File: src/rtl/fragment_depth_writer_pkg.sv
// Shared types and constants for the fragment depth writer.
// FSM state encoding, the fragment record and the default pixel formats.
package fragment_pkg;

   localparam int FRAG_ADDR_WIDTH = 15;
   localparam int DEPTH_WIDTH     = 12;
   localparam int COLOR_WIDTH     = 4;
   localparam int DEPTH_CLEAR     = 4095;
   localparam int COLOR_CLEAR     = 0;

   typedef enum logic [1:0] {
      S_IDLE  = 2'd0,
      S_DRAIN = 2'd1,
      S_CLEAR = 2'd2,
      S_DONE  = 2'd3
   } fsm_state_e;

   typedef struct packed {
      logic [FRAG_ADDR_WIDTH-1:0] addr;
      logic [DEPTH_WIDTH-1:0]     depth;
      logic [COLOR_WIDTH-1:0]     color;
   } frag_t;

endpackage

File: src/rtl/fragment_depth_writer_if.sv
// Fragment stream handshake between the rasterizer (master) and the
// depth writer (slave). Transfer happens when frag_valid && frag_ready.
interface fragment_depth_writer_if
   import fragment_pkg::*;
#(
   parameter int ADDR_W  = FRAG_ADDR_WIDTH,
   parameter int DEPTH_W = DEPTH_WIDTH,
   parameter int COLOR_W = COLOR_WIDTH
);
   logic               frag_valid;
   logic               frag_ready;
   logic [ADDR_W-1:0]  frag_addr;
   logic [DEPTH_W-1:0] frag_depth;
   logic [COLOR_W-1:0] frag_color;

   modport master (
      output frag_valid, frag_addr, frag_depth, frag_color,
      input  frag_ready
   );

   modport slave (
      input  frag_valid, frag_addr, frag_depth, frag_color,
      output frag_ready
   );
endinterface

File: src/rtl/fragment_depth_writer_depth_bypass.sv
// Depth compare with forwarding of writes the depth memory has not yet
// made visible to the read port (W stage in flight, H committed last edge).
module depth_bypass
   import fragment_pkg::*;
#(
   parameter int ADDR_W  = FRAG_ADDR_WIDTH,
   parameter int DEPTH_W = DEPTH_WIDTH
) (
   input  logic [ADDR_W-1:0]  p1_addr_i,
   input  logic [DEPTH_W-1:0] p1_depth_i,
   input  logic               w_en_i,
   input  logic [ADDR_W-1:0]  w_addr_i,
   input  logic [DEPTH_W-1:0] w_depth_i,
   input  logic               h_vld_i,
   input  logic [ADDR_W-1:0]  h_addr_i,
   input  logic [DEPTH_W-1:0] h_depth_i,
   input  logic [DEPTH_W-1:0] rd_data_i,
   output logic [DEPTH_W-1:0] old_depth_o,
   output logic               pass_o
);
   // Newest write wins: W is younger than H, H is younger than memory.
   always_comb begin
      old_depth_o = rd_data_i;
      if (w_en_i && (w_addr_i == p1_addr_i)) begin
         old_depth_o = w_depth_i;
      end else if (h_vld_i && (h_addr_i == p1_addr_i)) begin
         old_depth_o = h_depth_i;
      end
      pass_o = (p1_depth_i < old_depth_o);
   end
endmodule

File: src/rtl/fragment_depth_writer.sv
// Fragment depth writer: read-compare-write against the depth buffer with
// a two-cycle accept-to-write pipeline, plus the frame-clear sequencer.
// Optional pass/fail statistics counters: define FRAG_DEPTH_STATS_EN.
module fragment_depth_writer
   import fragment_pkg::*;
#(
   parameter int FB_WIDTH      = 160,
   parameter int FB_HEIGHT     = 120,
   parameter int FB_ADDR_WIDTH = $clog2(FB_WIDTH*FB_HEIGHT),
   parameter int COLOR_WIDTH   = 4,
   parameter int DEPTH_WIDTH   = 12,
   parameter int DEPTH_CLEAR   = 4095,
   parameter int COLOR_CLEAR   = 0
) (
   input  logic                     clk,
   input  logic                     rst_n,
   fragment_depth_writer_if.slave   frag,
   input  logic                     clear_start,
   output logic                     clear_busy,
   output logic                     clear_done,
   output logic [FB_ADDR_WIDTH-1:0] db_rd_addr,
   input  logic [DEPTH_WIDTH-1:0]   db_rd_data,
   output logic                     db_wr_en,
   output logic [FB_ADDR_WIDTH-1:0] db_wr_addr,
   output logic [DEPTH_WIDTH-1:0]   db_wr_data,
   output logic                     fb_wr_en,
   output logic [FB_ADDR_WIDTH-1:0] fb_wr_addr,
   output logic [COLOR_WIDTH-1:0]   fb_wr_data,
   output logic [31:0]              frags_passed,
   output logic [31:0]              frags_failed
);
   localparam int NPIX = FB_WIDTH * FB_HEIGHT;
   localparam logic [FB_ADDR_WIDTH-1:0] LAST_ADDR = FB_ADDR_WIDTH'(NPIX - 1);

   fsm_state_e               state_q;
   logic [FB_ADDR_WIDTH-1:0] clr_cnt_q;

   logic                     accept;
   logic                     clear_accept;
   logic                     clearing;

   logic                     p1_vld_q, p1_vld_d;
   logic [FB_ADDR_WIDTH-1:0] p1_addr_q;
   logic [DEPTH_WIDTH-1:0]   p1_depth_q;
   logic [COLOR_WIDTH-1:0]   p1_color_q;

   logic                     w_en_q, w_en_d;
   logic [FB_ADDR_WIDTH-1:0] w_addr_q;
   logic [DEPTH_WIDTH-1:0]   w_depth_q;
   logic [COLOR_WIDTH-1:0]   w_color_q;

   logic                     h_vld_q, h_vld_d;
   logic [FB_ADDR_WIDTH-1:0] h_addr_q;
   logic [DEPTH_WIDTH-1:0]   h_depth_q;

   logic [DEPTH_WIDTH-1:0]   old_depth;
   logic                     pass;

   // A clear request in IDLE takes priority over any fragment offered with it.
   assign frag.frag_ready = (state_q == S_IDLE) && !clear_start;
   assign accept          = frag.frag_valid && frag.frag_ready;
   assign clear_accept    = (state_q == S_IDLE) && clear_start;
   assign clearing        = (state_q == S_CLEAR);

   assign p1_vld_d = accept;
   assign w_en_d   = p1_vld_q && pass;
   // H only describes the write that committed at the last edge; DONE drops it
   // because the clear has overwritten everything.
   assign h_vld_d  = w_en_q && (state_q != S_DONE);

   // Clear sequencer: drain the pipeline, sweep every address, pulse done.
   always_ff @(posedge clk or negedge rst_n) begin
      if (!rst_n) begin
         state_q   <= S_IDLE;
         clr_cnt_q <= '0;
      end else begin
         case (state_q)
            S_IDLE: begin
               if (clear_start) state_q <= S_DRAIN;
            end
            S_DRAIN: begin
               if (!p1_vld_q && !w_en_q) begin
                  state_q   <= S_CLEAR;
                  clr_cnt_q <= '0;
               end
            end
            S_CLEAR: begin
               if (clr_cnt_q == LAST_ADDR) state_q <= S_DONE;
               else                        clr_cnt_q <= clr_cnt_q + 1'b1;
            end
            S_DONE:  state_q <= S_IDLE;
            default: state_q <= S_IDLE;
         endcase
      end
   end

   // P1: hold the accepted fragment while its depth read returns.
   always_ff @(posedge clk or negedge rst_n) begin
      if (!rst_n) begin
         p1_vld_q   <= 1'b0;
         p1_addr_q  <= '0;
         p1_depth_q <= '0;
         p1_color_q <= '0;
      end else begin
         p1_vld_q <= p1_vld_d;
         if (accept) begin
            p1_addr_q  <= frag.frag_addr;
            p1_depth_q <= frag.frag_depth;
            p1_color_q <= frag.frag_color;
         end
      end
   end

   // W: register the commit decision; drives the write ports for one cycle.
   always_ff @(posedge clk or negedge rst_n) begin
      if (!rst_n) begin
         w_en_q    <= 1'b0;
         w_addr_q  <= '0;
         w_depth_q <= '0;
         w_color_q <= '0;
      end else begin
         w_en_q <= w_en_d;
         if (p1_vld_q) begin
            w_addr_q  <= p1_addr_q;
            w_depth_q <= p1_depth_q;
            w_color_q <= p1_color_q;
         end
      end
   end

   // H: remember the write that just landed, since a read issued at that
   // same edge saw the old contents (read-first memory).
   always_ff @(posedge clk or negedge rst_n) begin
      if (!rst_n) begin
         h_vld_q   <= 1'b0;
         h_addr_q  <= '0;
         h_depth_q <= '0;
      end else begin
         h_vld_q <= h_vld_d;
         if (w_en_q) begin
            h_addr_q  <= w_addr_q;
            h_depth_q <= w_depth_q;
         end
      end
   end

   depth_bypass #(
      .ADDR_W  (FB_ADDR_WIDTH),
      .DEPTH_W (DEPTH_WIDTH)
   ) u_bypass (
      .p1_addr_i   (p1_addr_q),
      .p1_depth_i  (p1_depth_q),
      .w_en_i      (w_en_q),
      .w_addr_i    (w_addr_q),
      .w_depth_i   (w_depth_q),
      .h_vld_i     (h_vld_q),
      .h_addr_i    (h_addr_q),
      .h_depth_i   (h_depth_q),
      .rd_data_i   (db_rd_data),
      .old_depth_o (old_depth),
      .pass_o      (pass)
   );

   assign db_rd_addr = frag.frag_addr;
   assign clear_busy = (state_q != S_IDLE);
   assign clear_done = (state_q == S_DONE);

   // The pipeline is empty whenever CLEAR runs, so the two write sources never overlap.
   assign db_wr_en   = clearing || w_en_q;
   assign fb_wr_en   = clearing || w_en_q;
   assign db_wr_addr = clearing ? clr_cnt_q : w_addr_q;
   assign fb_wr_addr = clearing ? clr_cnt_q : w_addr_q;
   assign db_wr_data = clearing ? DEPTH_WIDTH'(DEPTH_CLEAR) : w_depth_q;
   assign fb_wr_data = clearing ? COLOR_WIDTH'(COLOR_CLEAR) : w_color_q;

`ifdef FRAG_DEPTH_STATS_EN
   logic [31:0] passed_q, passed_d;
   logic [31:0] failed_q, failed_d;

   function automatic logic [31:0] sat_inc(input logic [31:0] v);
      return (v == 32'hFFFF_FFFF) ? v : v + 32'd1;
   endfunction

   // Count each fragment once as it leaves P1; a new clear restarts the tally.
   always_comb begin
      passed_d = passed_q;
      failed_d = failed_q;
      if (clear_accept) begin
         passed_d = '0;
         failed_d = '0;
      end else if (p1_vld_q) begin
         if (pass) passed_d = sat_inc(passed_q);
         else      failed_d = sat_inc(failed_q);
      end
   end

   // Statistics registers.
   always_ff @(posedge clk or negedge rst_n) begin
      if (!rst_n) begin
         passed_q <= '0;
         failed_q <= '0;
      end else begin
         passed_q <= passed_d;
         failed_q <= failed_d;
      end
   end

   assign frags_passed = passed_q;
   assign frags_failed = failed_q;
`else
   logic unused_stats;
   assign unused_stats = clear_accept ^ (|old_depth);
   assign frags_passed = '0;
   assign frags_failed = '0;
`endif

endmodule

File: src/flat_wrapper.sv
// flat-port wrapper written by rule: the top's interface ports become plain ports
module fragment_depth_writer_flat import fragment_pkg::*;
#(
   parameter int FB_WIDTH      = 160,
   parameter int FB_HEIGHT     = 120,
   parameter int FB_ADDR_WIDTH = $clog2(FB_WIDTH*FB_HEIGHT),
   parameter int COLOR_WIDTH   = 4,
   parameter int DEPTH_WIDTH   = 12,
   parameter int DEPTH_CLEAR   = 4095,
   parameter int COLOR_CLEAR   = 0
)
  (clk, rst_n, clear_start, clear_busy, clear_done, db_rd_addr, db_rd_data, db_wr_en, db_wr_addr, db_wr_data, fb_wr_en, fb_wr_addr, fb_wr_data, frags_passed, frags_failed, frag_frag_valid, frag_frag_addr, frag_frag_depth, frag_frag_color, frag_frag_ready);
  fragment_depth_writer_if #(.ADDR_W(15), .DEPTH_W(12), .COLOR_W(4)) frag_i ();
  input  logic clk;
  input  logic rst_n;
  input  logic clear_start;
  output logic clear_busy;
  output logic clear_done;
  output logic [FB_ADDR_WIDTH-1:0] db_rd_addr;
  input  logic [DEPTH_WIDTH-1:0] db_rd_data;
  output logic db_wr_en;
  output logic [FB_ADDR_WIDTH-1:0] db_wr_addr;
  output logic [DEPTH_WIDTH-1:0] db_wr_data;
  output logic fb_wr_en;
  output logic [FB_ADDR_WIDTH-1:0] fb_wr_addr;
  output logic [COLOR_WIDTH-1:0] fb_wr_data;
  output logic [31:0] frags_passed;
  output logic [31:0] frags_failed;
  input wire logic [$bits(frag_i.frag_valid)-1:0] frag_frag_valid;
  input wire logic [$bits(frag_i.frag_addr)-1:0] frag_frag_addr;
  input wire logic [$bits(frag_i.frag_depth)-1:0] frag_frag_depth;
  input wire logic [$bits(frag_i.frag_color)-1:0] frag_frag_color;
  output wire logic [$bits(frag_i.frag_ready)-1:0] frag_frag_ready;
  assign frag_i.frag_valid = frag_frag_valid;
  assign frag_i.frag_addr = frag_frag_addr;
  assign frag_i.frag_depth = frag_frag_depth;
  assign frag_i.frag_color = frag_frag_color;
  assign frag_frag_ready = frag_i.frag_ready;
  fragment_depth_writer #(.FB_WIDTH(FB_WIDTH), .FB_HEIGHT(FB_HEIGHT), .FB_ADDR_WIDTH(FB_ADDR_WIDTH), .COLOR_WIDTH(COLOR_WIDTH), .DEPTH_WIDTH(DEPTH_WIDTH), .DEPTH_CLEAR(DEPTH_CLEAR), .COLOR_CLEAR(COLOR_CLEAR)) u_core (.clk(clk), .rst_n(rst_n), .frag(frag_i), .clear_start(clear_start), .clear_busy(clear_busy), .clear_done(clear_done), .db_rd_addr(db_rd_addr), .db_rd_data(db_rd_data), .db_wr_en(db_wr_en), .db_wr_addr(db_wr_addr), .db_wr_data(db_wr_data), .fb_wr_en(fb_wr_en), .fb_wr_addr(fb_wr_addr), .fb_wr_data(fb_wr_data), .frags_passed(frags_passed), .frags_failed(frags_failed));
endmodule
File: config.mk
export PLATFORM = sky130hd
export DESIGN_NAME = fragment_depth_writer_flat
export DESIGN_NICKNAME = d
export VERILOG_FILES = /design/src/rtl/fragment_depth_writer_pkg.sv /design/src/rtl/fragment_depth_writer_if.sv /design/src/rtl/fragment_depth_writer_depth_bypass.sv /design/src/rtl/fragment_depth_writer.sv /design/src/flat_wrapper.sv
export SDC_FILE = /design/constraint.sdc
export NUM_CORES = 1
export LEC_CHECK = 0
export BUFFER_PORTS_ARGS = -buffer_cell sky130_fd_sc_hd__buf_2
export CAP_MARGIN = 20
export CORE_MARGIN = 2
export CORE_UTILIZATION = 50
export CTS_CLUSTER_SIZE = 30
export DETAILED_ROUTE_END_ITERATION = 10
export PLACE_DENSITY = 0.73
export SYNTH_ARGS = -nofsm -noshare
export SYNTH_HDL_FRONTEND = slang
export SYNTH_SLANG_ARGS = --single-unit
File: constraint.sdc
create_clock -name clk -period 6.65 [get_ports clk]
set_input_delay 1.33 -clock clk [delete_from_list [all_inputs] [get_ports clk]]
set_output_delay 1.33 -clock clk [all_outputs]
set_load 0.02 [all_outputs]
==> flow_summary.toml, run 1 <==
[logic_synthesis]
syn-cell-area_um2 = 6140
synth_cell_type_count = 37
synth_area_per_cell_um2 = 11.5
synth_seq_cells = 109
yosysSeqAreaShare_pct = 44.5
yosysWarnings = 0
syn_inst = 533

[finish]
area_growth_pct = 8.83
diodes = 0
final_common_cell = "buf_2"
drive_gt1_share_pct = 40.9
fin_nets = 673
final_cell_mix = "buf_2, dfrtp_1, mux2_2"

[die]
chipWidth_um = 115
io_pins = 177
die-area_um2 = 13200
num_rows = 40
core_um2 = 12000
initial_core_util_pct = 51.1
die_y_um = 115

[global_route]
grt-ovfl-total = 0
grt_max_degree = 84
grt_pass1_wl_mm = 19.0
globalRouteTotalUtil_pct = 18.8
grt_antenna_before_repair = 0
grt_pass1_vias = 3671

[setup_path]
worstPathCellList = "inv_1 -> ha_1 -> buf_4 -> mux2_2 -> buf_2"
slowest_delay_ns = 0.59
critPathMaxFanout = 22
worst_ep_arrival_time_ns = 2.46
crit_path_end_kind = "output port"
crit_required_ns = 5.32
critPathLaunchType = "register"
critPathKind = "register to output port"
cp_slowest_cell = "ha_1"

[clock_network]
cts_buffers = 9
cts_resized = 0
clk_pin_slew_worst_paths_ns = 0.07
ctsRootBufferMaster = "clkbuf_16"
cts_setup_buffers = 0
cts.sinks = 109
cts_tree = "built"
cts_buffer_depth = 2
worstSkewPairLatency_ns = 0.35
hold_buffers = 0
htreeDepth = 3

[drt]
num_vias = 3865
drc = 0
drtPass1Iterations = 4
dr.first_iter.drc_count = 141
viasPerCell = 5.08
postRouteAntennaNets = 0
wl_per_cell_um = 15.7
totalWireLength_mm = 12.0

[place]
io_buffers = 112
gp_congestion = 0.840
hpwl_mm = 8.51
post-place-ws_ns = 3.02

[timing]
tightest_slew_ns = 1.04
fin_skew_ns = 0.00643
setup_viol = 0
fin_crit_sh_pct = 56.9
fin_crit_ns = 3.79
rsz0062_at_grt = "no"
hold_viol = 0
slew_violations = 0
max_freq_mhz = 264
fin_ws_ns = 2.86
setup-tns-final_ns = 0
relSlewSlack_pct = 30.0

[hold_path]
worstHoldPathType = "register to register"

[power_and_ir_drop]
power.density_nw_per_um2 = 472
p_leak_nw = 3.24
ir_drop_mv = 0.212

[flow_run]
cap_violations = 0

[status]
status = "completed"
==> flip-flops by register name (all words and copies together), names as in the netlist <==
signal             flops
u_core.w_addr_q       15
u_core.h_vld_q         1
u_core.clr_cnt_q      15
u_core.state_q         2
u_core.h_addr_q       15
u_core.p1_depth_q     12
u_core.w_depth_q      12
u_core.p1_addr_q      15
u_core.w_en_q          1
u_core.p1_vld_q        1
u_core.w_color_q       4
u_core.h_depth_q      12
u_core.p1_color_q      4
==> metrics by stage <==
step / utilization, % / area [µm²] / total power, mW / hold WS, ns / std cells
3_5_place_dp: 52.9 / 6360 / 2.64 / 0.492 / 744
5_1_grt: 55.6 / 6680 / 3.36 / 0.524 / 761
4_1_cts: 55.4 / 6650 / 3.18 / 0.508 / 760
6_report: 55.6 / 6680 / 3.15 / 0.503 / 761
3_3_place_gp: 52.9 / 6360 / 2.60 / 0.482 / 744
2_1_floorplan: - / 6370 / 2.32 / 0.473 / 596
==> cell families (layout without fill, tap and decap cells) <==
family	after synthesis	after routing	share of synthesized area [%]
XOR/XNOR	43	43	6.14
AO/OA/AOI/OAI	26	26	2.47
other	1	64	0.0611
AND/OR/NAND/NOR	97	97	8.54
multiplexers	117	117	21.2
adder cells (fa/ha/maj)	17	17	3.47
buffers and inverters	123	141	13.7
flip-flops	109	109	44.5
==> synthesized netlist by cell type <==
library cell  number  area share [%]
nor2_1            18             1.1
dfrtp_1          109              44
nor4_1             1            0.10
buf_2              1           0.081
o21ai_0            5            0.41
xor2_1            13             1.9
buf_6              2            0.37
a211oi_1           2            0.24
nand3_1            3            0.24
nor3_1             3            0.24
mux2_2           103              19
mux2i_1           13             2.1
nor4_2             1            0.20
nor2b_1            5            0.51
ha_1              17             3.5
inv_1              6            0.37
conb_1             1           0.061
nor3b_1            3            0.37
buf_1              9            0.55
mux2_1             1            0.18
a21o_1             1            0.12
nor4bb_1           1            0.16
nand2_1           20             1.2
or4_1              1            0.12
and3_1             5            0.51
o21ai_1           13             1.1
nand4_1           20             2.0
and3_4             1            0.18
buf_4             96              12
o211ai_1           1            0.12
or2_2             12             1.2
xnor2_1           30             4.3
or2_1              1            0.10
or3_1              2            0.20
a21oi_1            3            0.24
a41oi_2            1            0.27
clkbuf_1           9            0.55
==> critical path: cells and delay by family, from the launching register on <==
| kind | cells | cell delay, ns |
|---|---|---|
| buffers and inverters | 3 | 0.69 |
| multiplexers | 1 | 0.42 |
| flip-flops | 1 | 0.40 |
| adder cells (fa/ha/maj) | 1 | 0.59 |
==> layout make-up <==
class | instances | area (µm²)
Multi-Input combinational cell | 364 | 2820
Timing Repair Buffer | 119 | 636
Tap cell | 147 | 184
Clock buffer | 11 | 233
Sequential cell | 109 | 2730
Fill cell | 1024 | 5330
Clock inverter | 5 | 60.1
Inverter | 6 | 22.5
==> path summary, 6_finish.rpt <==
path	end	slack [ns]	cells past startpoint	from
hold reg to reg	u_core.w_color_q[3]$_DFFE_PN0P_	0.50	1	u_core.w_color_q[3]$_DFFE_PN0P_
max in group asynchronous	u_core.state_q[1]$_DFFE_PN0P_	4.77	3	rst_n
setup / recovery	fb_wr_addr[12]	2.86	5	u_core.state_q[0]$_DFFE_PN0P_
min in group asynchronous	u_core.h_addr_q[3]$_DFFE_PN0P_	0.89	1	rst_n
hold / removal	u_core.w_color_q[3]$_DFFE_PN0P_	0.50	1	u_core.w_color_q[3]$_DFFE_PN0P_
setup reg to reg	u_core.w_en_q$_DFF_PN0_	3.05	13	u_core.p1_addr_q[9]$_DFFE_PN0P_
==> metal layers <==
metal  vias up  global-route usage [%]  wire length [µm]  share of wire [%]
li1       1816                       -                 -                  -
met1      1904                    25.8              5380                 45
met2       133                    30.1              5790                 48
met3        12                    4.69               610                5.1
met4         0                    5.30               198                1.7
met5         -                       0                 0                  0
==> report_power, final <==
group / total, mW / switching, mW / internal, mW
clock: 0.530 / 0.236 / 0.294
sequential: 1.21 / 0.267 / 0.943
combinational: 1.41 / 0.749 / 0.664
Note: power is estimated with default switching activity, not from simulation.
==> run 2: changes to the inputs <==
==> constraint.sdc (replaced) <==
create_clock -name clk -period 3.7 [get_ports clk]
set_input_delay 0.74 -clock clk [delete_from_list [all_inputs] [get_ports clk]]
set_output_delay 0.74 -clock clk [all_outputs]
set_load 0.02 [all_outputs]
==> run 2 against run 1 <==
  * Clock skew rose by 0.0030 ns
  * Combinational power rose by 82%
  * Register-to-register slack worse by 2.7 ns
  * Non-clock buffer count is the same
  * Global-route usage up 0.094 points
  * Sequential cell count unchanged
  * First-iteration DRC count is 35% higher
  * Clock-buffer cell count shrank 1
  * Die area unchanged
  * Sequential power grew 80%
  * Largest cell class unchanged
==> flow_summary.toml, run 2 (synthesis results as in run 1) <==
[setup_path]
crit_required_ns = 3.99
cp_slowest_cell = "or4_1"
worst_ep_arrival_time_ns = 3.64
critPathKind = "register to register"
critPathLaunchType = "register"
worstPathCellList = "xnor2_1 -> nand4_1 -> or4_1 -> nand2_1 -> o21ai_1 -> ha_1 -> a211oi_1 -> nor2_1 -> nor3b_1 -> o21ai_1 -> nor4bb_1 -> or3_1"
crit_top_cell = "o21ai_1"
slowest_delay_ns = 0.90
critPathMaxFanout = 24
crit_path_end_kind = "register"

[clock_network]
cts.sinks = 109
cts_resized = 0
clk_pin_slew_worst_paths_ns = 0.07
htreeDepth = 3
cts_tree = "built"
ctsRootBufferMaster = "clkbuf_16"
cts_buffer_depth = 2
worstSkewPairLatency_ns = 0.35
hold_buffers = 0
cts_setup_buffers = 0
cts_buffers = 9

[global_route]
grt_antenna_before_repair = 0
grt_util_met1_pct = 24.4
globalRouteTotalUtil_pct = 18.9
gr-usage-met3_pct = 4.06
grt.met2_usage_pct = 32.2
grt-ovfl-total = 0
grt_pass1_wl_mm = 19.3
grt_pass1_vias = 3819
gr-max-usage-layer = "met2"
grt_max_degree = 68

[timing]
fin_ws_ns = 0.341
fin_crit_sh_pct = 90.8
fin_skew_ns = 0.00942
slew_violations = 0
hold_viol = 0
fin_crit_ns = 3.36
setup-tns-final_ns = 0
max_freq_mhz = 298
tightest_slew_ns = 0.933
hold_ws_ns = 0.389
setup_viol = 0
relSlewSlack_pct = 37.8
rsz0062_at_grt = "no"

[finish]
diodes = 0
final_common_cell = "buf_2"
fin_nets = 673
final_cell_mix = "buf_2, dfrtp_1, mux2_2"
area_growth_pct = 8.95
fin_util_pct = 55.7
drive_gt1_share_pct = 41.2

[power_and_ir_drop]
internal-power_mw = 3.44
p_leak_nw = 3.24
power.density_nw_per_um2 = 858
pwr-share-clk_pct = 17.3
ir_drop_mv = 0.419
p_sw_share_pct = 40.0
total_power_mw = 5.74
p_comb_share_pct = 44.7
seq_power_share_pct = 37.9
p_switching_mw = 2.29

[die]
io_pins = 177
chipWidth_um = 115
num_rows = 40
die-area_um2 = 13200
core_um2 = 12000
initial_core_util_pct = 51.1
die_y_um = 115

[drt]
wl_per_cell_um = 16.2
drtPass1Iterations = 4
num_vias = 3871
postRouteAntennaNets = 0
drc = 0
totalWireLength_mm = 12.3
dr.first_iter.drc_count = 190
viasPerCell = 5.09

[place]
gp_congestion = 0.874
hpwl_mm = 8.84
io_buffers = 112
post-place-ws_ns = 0.343

[status]
status = "completed"

[flow_run]
cap_violations = 0

[hold_path]
worstHoldPathType = "primary input to async pin"
==> run 2: cell count changes in the layout (fill, tap and decap cells not counted) <==
cell | before | now
buf_12 | 0 | 1
inv_6 | 1 | 3
buf_16 | 1 | 0
clkbuf_1 | 2 | 0
clkinv_4 | 1 | 0
clkbuf_8 | 0 | 1
==> run 2: worst paths after layout <==
| path | to | depth (start not counted) | slack (ns) | start |
|---|---|---|---|---|
| hold / removal | u_core.p1_addr_q[7]$_DFFE_PN0P_ | 1 | 0.39 | rst_n |
| setup / recovery | u_core.w_en_q$_DFF_PN0_ | 12 | 0.34 | u_core.w_addr_q[1]$_DFFE_PN0P_ |
| min in group clk | u_core.w_color_q[2]$_DFFE_PN0P_ | 1 | 0.50 | u_core.w_color_q[2]$_DFFE_PN0P_ |
| setup reg to reg | u_core.w_en_q$_DFF_PN0_ | 12 | 0.34 | u_core.w_addr_q[1]$_DFFE_PN0P_ |
| hold reg to reg | u_core.w_color_q[2]$_DFFE_PN0P_ | 1 | 0.50 | u_core.w_color_q[2]$_DFFE_PN0P_ |
| max in group asynchronous | u_core.p1_depth_q[9]$_DFFE_PN0P_ | 2 | 2.56 | rst_n |
==> run 2: layer usage <==
layer  routed length [µm]  up-vias
met3                  657       15
li1                     -     1813
met5                    0        -
met1                 5460     1910
met2                 6000      133
met4                  210        0
==> run 2: worst max-delay path: cells and delay by family, from the launching register on <==
family / cells / cell delay [ns]
AOI/OAI and AO/OA: 3 / 0.45
xor gates and xnor gates: 1 / 0.21
adders and majority gates: 1 / 0.32
DFF: 1 / 0.46
and+or+nand+nor: 7 / 1.85
==> run 2: layout make-up <==
| type | count | area [µm²] |
|---|---|---|
| Multi-Input combinational cell | 364 | 2820 |
| Tap cell | 147 | 184 |
| Inverter | 6 | 22.5 |
| Clock buffer | 10 | 239 |
| Sequential cell | 109 | 2730 |
| Clock inverter | 6 | 68.8 |
| Timing Repair Buffer | 119 | 628 |
| Fill cell | 1011 | 5330 |
==> run 2: power groups by stage <==
stage	sequential (mW)	clock [mW]	combinational [mW]
2_1_floorplan	2.03	0	2.13
3_3_place_gp	2.16	0	2.52
3_5_place_dp	2.20	0	2.57
4_1_cts	2.17	1.02	2.59
5_1_grt	2.24	1.07	2.77
6_report	2.18	0.993	2.57
==> run 2: per-stage QoR <==
step / area (µm²) / instances
global placement: 6380 / 745
finish: 6690 / 761
global route: 6690 / 761
detailed placement: 6380 / 745
CTS: 6690 / 761
floorplan: 6370 / 596
